[config.mk]
export PLATFORM = sky130hd
export DESIGN_NAME = main_decoder_stage
export DESIGN_NICKNAME = d
export VERILOG_FILES = /design/src/rtl/main_decoder_stage.sv
export SDC_FILE = /design/constraint.sdc
export NUM_CORES = 1
export LEC_CHECK = 0
export CAP_MARGIN = 20
export CORE_ASPECT_RATIO = 1.25
export CORE_MARGIN = 2
export CORE_UTILIZATION = 25
export CTS_CLUSTER_DIAMETER = 100
export DETAILED_ROUTE_END_ITERATION = 10
export PLACE_DENSITY_LB_ADDON = 0.1
export SLEW_MARGIN = 40
export SYNTH_ARGS = -nofsm -noshare
export SYNTH_HDL_FRONTEND = slang
export SYNTH_SLANG_ARGS = --single-unit
[constraint.sdc]
create_clock -name clk -period 1.95 [get_ports clk]
set_input_delay 0.4875 -clock clk [delete_from_list [all_inputs] [get_ports clk]]
set_output_delay 0.4875 -clock clk [all_outputs]
set_load 0.1 [all_outputs]
[src/rtl/main_decoder_stage.sv]
// main_decoder_stage: registered main decoder between Decode and Execute.
// Decodes the 7-bit opcode into a control bundle, holds it in a single-entry
// pipeline register with a valid/ready handshake, supports flush, flags
// undecodable opcodes and keeps a saturating count of accepted illegal ones.
module main_decoder_stage #(
    parameter bit EN_JUMP   = 1'b1,
    parameter bit EN_UPPER  = 1'b1,
    parameter int ILL_CNT_W = 8
) (
    input  logic                 clk,
    input  logic                 rst,
    input  logic [6:0]           Op,
    input  logic                 in_valid,
    output logic                 in_ready,
    input  logic                 flush,
    output logic                 out_valid,
    input  logic                 out_ready,
    output logic                 RegWrite,
    output logic [2:0]           ImmSrc,
    output logic                 ALUSrc,
    output logic                 MemWrite,
    output logic [1:0]           ResultSrc,
    output logic                 Branch,
    output logic                 Jump,
    output logic [1:0]           ALUOp,
    output logic                 illegal,
    output logic [ILL_CNT_W-1:0] ill_cnt
);

    typedef struct packed {
        logic       reg_write;
        logic [2:0] imm_src;
        logic       alu_src;
        logic       mem_write;
        logic [1:0] result_src;
        logic       branch;
        logic       jump;
        logic [1:0] alu_op;
    } ctrl_t;

    localparam logic [6:0] OP_LOAD   = 7'b0000011;
    localparam logic [6:0] OP_STORE  = 7'b0100011;
    localparam logic [6:0] OP_RTYPE  = 7'b0110011;
    localparam logic [6:0] OP_IALU   = 7'b0010011;
    localparam logic [6:0] OP_BRANCH = 7'b1100011;
    localparam logic [6:0] OP_JAL    = 7'b1101111;
    localparam logic [6:0] OP_JALR   = 7'b1100111;
    localparam logic [6:0] OP_LUI    = 7'b0110111;
    localparam logic [6:0] OP_AUIPC  = 7'b0010111;

    localparam logic [ILL_CNT_W-1:0] ILL_CNT_MAX = '1;

    ctrl_t                ctrl_reg;
    ctrl_t                dec_ctrl;
    logic                 dec_illegal;
    logic                 valid_reg;
    logic                 illegal_reg;
    logic [ILL_CNT_W-1:0] ill_cnt_reg;
    logic                 acc;

    // The stage can take a new opcode whenever its register is empty or is
    // being drained this cycle; flush only blocks the accept itself.
    assign in_ready = !valid_reg || out_ready;
    assign acc      = in_valid && in_ready && !flush;

    // Opcode decode; disabled J/U classes fall through to illegal.
    always_comb begin
        dec_ctrl    = '0;
        dec_illegal = 1'b0;
        case (Op)
            OP_LOAD:   dec_ctrl = '{1'b1, 3'b000, 1'b1, 1'b0, 2'b01, 1'b0, 1'b0, 2'b00};
            OP_STORE:  dec_ctrl = '{1'b0, 3'b001, 1'b1, 1'b1, 2'b00, 1'b0, 1'b0, 2'b00};
            OP_RTYPE:  dec_ctrl = '{1'b1, 3'b000, 1'b0, 1'b0, 2'b00, 1'b0, 1'b0, 2'b10};
            OP_IALU:   dec_ctrl = '{1'b1, 3'b000, 1'b1, 1'b0, 2'b00, 1'b0, 1'b0, 2'b00};
            OP_BRANCH: dec_ctrl = '{1'b0, 3'b010, 1'b0, 1'b0, 2'b00, 1'b1, 1'b0, 2'b01};
            OP_JAL: begin
                if (EN_JUMP) dec_ctrl = '{1'b1, 3'b011, 1'b0, 1'b0, 2'b10, 1'b0, 1'b1, 2'b00};
                else         dec_illegal = 1'b1;
            end
            OP_JALR: begin
                if (EN_JUMP) dec_ctrl = '{1'b1, 3'b000, 1'b1, 1'b0, 2'b10, 1'b0, 1'b1, 2'b00};
                else         dec_illegal = 1'b1;
            end
            OP_LUI, OP_AUIPC: begin
                if (EN_UPPER) dec_ctrl = '{1'b1, 3'b100, 1'b1, 1'b0, 2'b00, 1'b0, 1'b0, 2'b00};
                else          dec_illegal = 1'b1;
            end
            default:   dec_illegal = 1'b1;
        endcase
    end

    // Pipeline register: flush beats accept beats drain; otherwise stall.
    // Controls are cleared whenever the entry leaves so downstream never
    // sees stale write enables while out_valid is low.
    always_ff @(posedge clk or negedge rst) begin
        if (!rst) begin
            valid_reg   <= 1'b0;
            ctrl_reg    <= '0;
            illegal_reg <= 1'b0;
            ill_cnt_reg <= '0;
        end else if (flush) begin
            valid_reg   <= 1'b0;
            ctrl_reg    <= '0;
            illegal_reg <= 1'b0;
        end else if (acc) begin
            valid_reg   <= 1'b1;
            ctrl_reg    <= dec_ctrl;
            illegal_reg <= dec_illegal;
            if (dec_illegal && (ill_cnt_reg != ILL_CNT_MAX))
                ill_cnt_reg <= ill_cnt_reg + ILL_CNT_W'(1);
        end else if (valid_reg && out_ready) begin
            valid_reg   <= 1'b0;
            ctrl_reg    <= '0;
            illegal_reg <= 1'b0;
        end
    end

    assign out_valid = valid_reg;
    assign RegWrite  = ctrl_reg.reg_write;
    assign ImmSrc    = ctrl_reg.imm_src;
    assign ALUSrc    = ctrl_reg.alu_src;
    assign MemWrite  = ctrl_reg.mem_write;
    assign ResultSrc = ctrl_reg.result_src;
    assign Branch    = ctrl_reg.branch;
    assign Jump      = ctrl_reg.jump;
    assign ALUOp     = ctrl_reg.alu_op;
    assign illegal   = illegal_reg;
    assign ill_cnt   = ill_cnt_reg;

endmodule
Word level (Yosys, flattened, before mapping):

Cells that the tools add are included.
Widths: inputs -> output; s select.

* output and inout bits: 23
* bits of input ports: 12
* bits in latches: 0
* flip-flop bits (word level): 22
* word-level logic and storage cells: 44
* memories kept: 0
* memory bits (read-only): 0
* bits in writable memories: 0

* equality and inequality tests: 10
* order comparisons: 0
* multiply operators: 0
* bitwise logic cells: 1
* mux-type cells: 10
* divide/modulo/power cells: 0
* $add $sub $neg: 1
* reduce and logical (&&, ||, !) cells: 11
* shift-type cells: 0

Operator list (number)
* $pmux 12 s8: 1
* $mux 12: 3
* $eq 7x6->1 const B: 3
* $eq 7x7->1 const B: 3
* $eq 7x5->1 const B: 2
* $reduce_or 9->1: 1
* $add 8x1->8 const B: 1
* $ne 8x8->1 const B: 1
* $eq 7x2->1 const B: 1
* $mux 1: 6
* $logic_and 1x1->1: 4
* $reduce_and 3->1: 1
* $reduce_bool 3->1: 1
* $logic_not 1->1: 2
* $reduce_or 2->1: 1
* $logic_or 1x1->1: 1
* $not 1->1: 1

Logic depth before layout (Yosys ltp):

* depth after elaboration: 6
* mapped depth: 6
* depth with buffers taken out: 5

Least setup slack after synthesis:

No wires, ideal clock.

* kind: reg-to-reg
* from: register valid_reg, in the netlist out_valid
* to: register ctrl_reg, in the netlist ALUOp[1]
* path slack: -0.500 ns
* cell stages (with the launch flop): 6
* arrival: 2.327 ns
* setup time: 0.123 ns
* period minus slack after synthesis: 2.450 ns
* path buffers: 0
* required time: 1.827 ns
* cell sequence: dfrtp_1 > nand2b_2 > nand3b_1 > nor2_1 > and2_1 > a32o_1

* word-level cells in the longest chain between the ends: 6
* elaborated cells on any way between the ends: 8
* those cells by class: mux (2); reduce/logical (6)

RTL lines
* start, declared: RTL line 56 `logic valid_reg;`
* start signal, assigned: RTL line 97 `valid_reg <= 1'b0;`
* start signal, assigned: RTL line 102 `valid_reg <= 1'b0;`
* start signal, assigned: RTL line 106 `valid_reg <= 1'b1;`
* $logic_not 1->1 (*): RTL line 63 `assign in_ready = !valid_reg || out_ready;`
* $logic_or 1x1->1 (*): RTL line 63
* net in_ready: RTL line 14 `output logic in_ready,`
* $logic_and 1x1->1 (*) (2 in a row): RTL line 64 `assign acc = in_valid && in_ready && !flush;`
* $mux 12: RTL line 105 `end else if (acc) begin`
* $mux 12: RTL line 101 `end else if (flush) begin`
* end signal, assigned: RTL line 107 `ctrl_reg <= dec_ctrl;`
* end, declared: RTL line 53 `ctrl_t ctrl_reg;`

The timed path passes the listed nets; every way through them passes the cells marked *.
A chain may end at the register's enable or synchronous reset.

Worst setup path in the final report:

* from: input port out_ready
* to: output port in_ready

* word-level cells in the longest chain between the ends: 1

RTL lines
* start, declared: RTL line 17 `input logic out_ready,`
* $logic_or 1x1->1: RTL line 63
* end, declared: RTL line 14

Every way passes these cells.

==> results.txt <==
status: finished, final reports clean
leakage power: 0.806 nW
row count: 25
slowest cell on the critical path: clkdlybuf4s50_1
fill count: 359
full die area: 4600 sq um
Hold Path Class: reg2reg
clk sinks: 20
Fin Setup TNS: 0 ns
P per Cell Area: 999 nW/um^2
Max Cap Viol: 0
Slew @ Worst Pin: 0.280 ns
core area: 3850 sq um
multi-input combinational cell area: 482 sq um
most common cell after layout, fill and taps aside: buf_12
WL final: 2520 microns
Clock Latency Late Sink: 0.25 ns
number of buffers created by CTS: 3
detailed-route via count: 899
critical-path maximum fanout: 3
routability cong.: 0.811
synth unique cells: 33
Comb pwr share: 52.7%
htree depth: 1
worst clock skew: 0.00757 ns
Via density: 4.47
WL per Instance: 12.5 microns
Total GRT Usage: 12.3%
grt total ovfl: 0
storage element area: 509 sq um
Reg-to-Reg Start: ill_cnt[3]$_DFFE_PN0P_
I/O pin cnt: 35
Seq/Total Area, Yosys: 49.2%
FF+latch count, synth: 20
CP arrival: 1.34 ns
Worst Setup SP: out_ready
worst flop-to-flop path endpoint: ill_cnt[1]$_DFFE_PN0P_
most frequent cells in the layout: buf_12 (23), buf_4 (18), dfrtp_1 (13), clkdlybuf4s50_1 (11), nand2_1 (8)
Clk pwr share: 15.1%
crit-path cells: clkdlybuf4s50_1 > nand2b_4 > buf_4 > buf_12
clock buffer depth: 2
largest net degree at the start of global routing: 21
max-slew violations: 0
hold worst-path end: ill_cnt[4]$_DFFE_PN0P_
sequential share of power: 32.2%
CTS tree: built
TritonRoute pass-1 iters: 4
hold path start: ill_cnt[4]$_DFFE_PN0P_
cell-internal power: 1000 uW
CTS root buffer: clkbuf_8
endpoints failing hold: 0
IO buf count: 34
maximum VDD drop: 1.15 mV
area grow syn2layout: 78.6%
Initial Util: 26.4%
RSZ-0062 raised after global routing: false
Tcrit/Tclk final: 93.8%
Chip Width: 61.1 microns
Synth Instances: 96
Crit Path Class: in2out
CTS clk-pin slew, worst paths: 0.07 ns
R2R Setup Slk: 0.39 ns
initial antenna violation count: 0
Ant. Diodes: 0
residual DRC count: 0
vias in the first global route: 949
Placed Instance Area: 1770 sq um
Synth Warn #: 0
Die Span Y: 75.3 microns
Synth area leaders: dfrtp_1 (49%), xnor2_1 (5.2%), a32o_1 (4.9%)
initial DRC count: 24
hold depth: 1
peak per-stage delay on the critical path: 0.45 ns
cell area after layout: 1820 sq um
Mapped Area: 1020 sq um
switching part of the total: 44.9%
syn_area_per_cell: 10.6 sq um
Largest register FFs: 8
sw power: 815 uW
Max transition margin: 81.3%
R2R depth: 5
startpoint types: input pin
Yosys top cell area share: 49.2%
Syn Nets: 109
Post-DP HPWL: 2010 microns
Detail Route Antenna Nets: 0
Setup violations, final: 0
first-pass GRT wire length: 4310 microns
cts hold-fix bufs: 0
Required @ worst endpoint: 1.46 ns
layout cells sized above 1: 40.8%
maximum clock rate: 547 MHz
crit end category: primary output
setup repair bufs after CTS: 0
top cell type by total area after synthesis: dfrtp_1
nets: 161
crit path time final: 1.83 ns
Post-CTS Resized: 0
==> power groups by stage <==
stage | clock, mW | sequential (mW) | combinational [mW]
final | 0.274 | 0.584 | 0.956
after global routing | 0.304 | 0.600 | 0.996
after CTS | 0.291 | 0.588 | 0.963
after detailed placement | 0 | 0.593 | 0.960
after global placement | 0 | 0.594 | 0.950
after floorplan | 0 | 0.983 | 0.169
==> area by class of cell <==
class                   instances  share of cell area [%]
repair buffers                 52                    38.8
inverters                       2                   0.413
flip-flops and latches         20                    28.0
multi-input cells              69                    26.5
clock buffers                   4                    2.48
well taps                      54                    3.72
==> worst max path at each step <==
stage	endpoint
final	in_ready
after global routing	ImmSrc[2]$_DFFE_PN0P_
after CTS	in_ready
after detailed placement	ill_cnt[1]$_DFFE_PN0P_
after global placement	ill_cnt[1]$_DFFE_PN0P_
after floorplan	ill_cnt[1]$_DFFE_PN0P_
==> worst max-delay path: cells and delay by family <==
family / cells / cell delay, ns
buf+inv: 3 / 0.74
simple gates: 1 / 0.11
==> routing by layer <==
layer  wire (microns)  global-route usage [%]  vias up
met5                0                       0        -
met4               23                    4.35        0
met3              153                    2.21        2
met2             1320                    20.6       27
met1             1030                    15.9      428
li1                 -                       -      442
==> synthesized netlist by cell type (all sizes together) <==
| cell | n |
|---|---|
| a21o | 1 |
| a21oi | 7 |
| a22o | 3 |
| a31oi | 1 |
| a32o | 5 |
| a32oi | 1 |
| and2 | 3 |
| and2b | 1 |
| and3 | 4 |
| buf | 5 |
| dfrtp | 20 |
| ha | 1 |
| inv | 2 |
| mux2 | 1 |
| nand2 | 9 |
| nand2b | 2 |
| nand3 | 2 |
| nand3b | 1 |
| nand4 | 3 |
| nor2 | 5 |
| nor2b | 3 |
| nor3 | 1 |
| o21ai | 5 |
| o21ba | 1 |
| o21bai | 1 |
| or2 | 2 |
| xnor2 | 6 |
==> stage by stage <==
| stage | utilization (%) | instances | hold WS (ns) | total power, mW | worst slack [ns] |
|---|---|---|---|---|---|
| finish | 47.2 | 201 | 0.513 | 1.81 | 0.120 |
| global route | 47.2 | 201 | 0.537 | 1.90 | 0.0754 |
| CTS | 47.2 | 201 | 0.519 | 1.84 | 0.119 |
| detailed placement | 46.0 | 197 | 0.504 | 1.55 | -0.0984 |
| global placement | 46.0 | 197 | 0.506 | 1.54 | -0.0764 |
| floorplan | - | 96 | 0.192 | 1.15 | 0.0424 |
==> kinds of logic after synthesis <==
| kind of cell | Yosys count | synth area share, % |
|---|---|---|
| flops | 20 | 49.2 |
| compound gates | 25 | 18.8 |
| xor+xnor | 6 | 5.17 |
| simple gates | 36 | 20.2 |
| buf+inv | 7 | 3.94 |
| fa+ha+maj | 1 | 1.23 |
| mux | 1 | 1.48 |
Note: power is estimated with default switching activity, not from simulation.
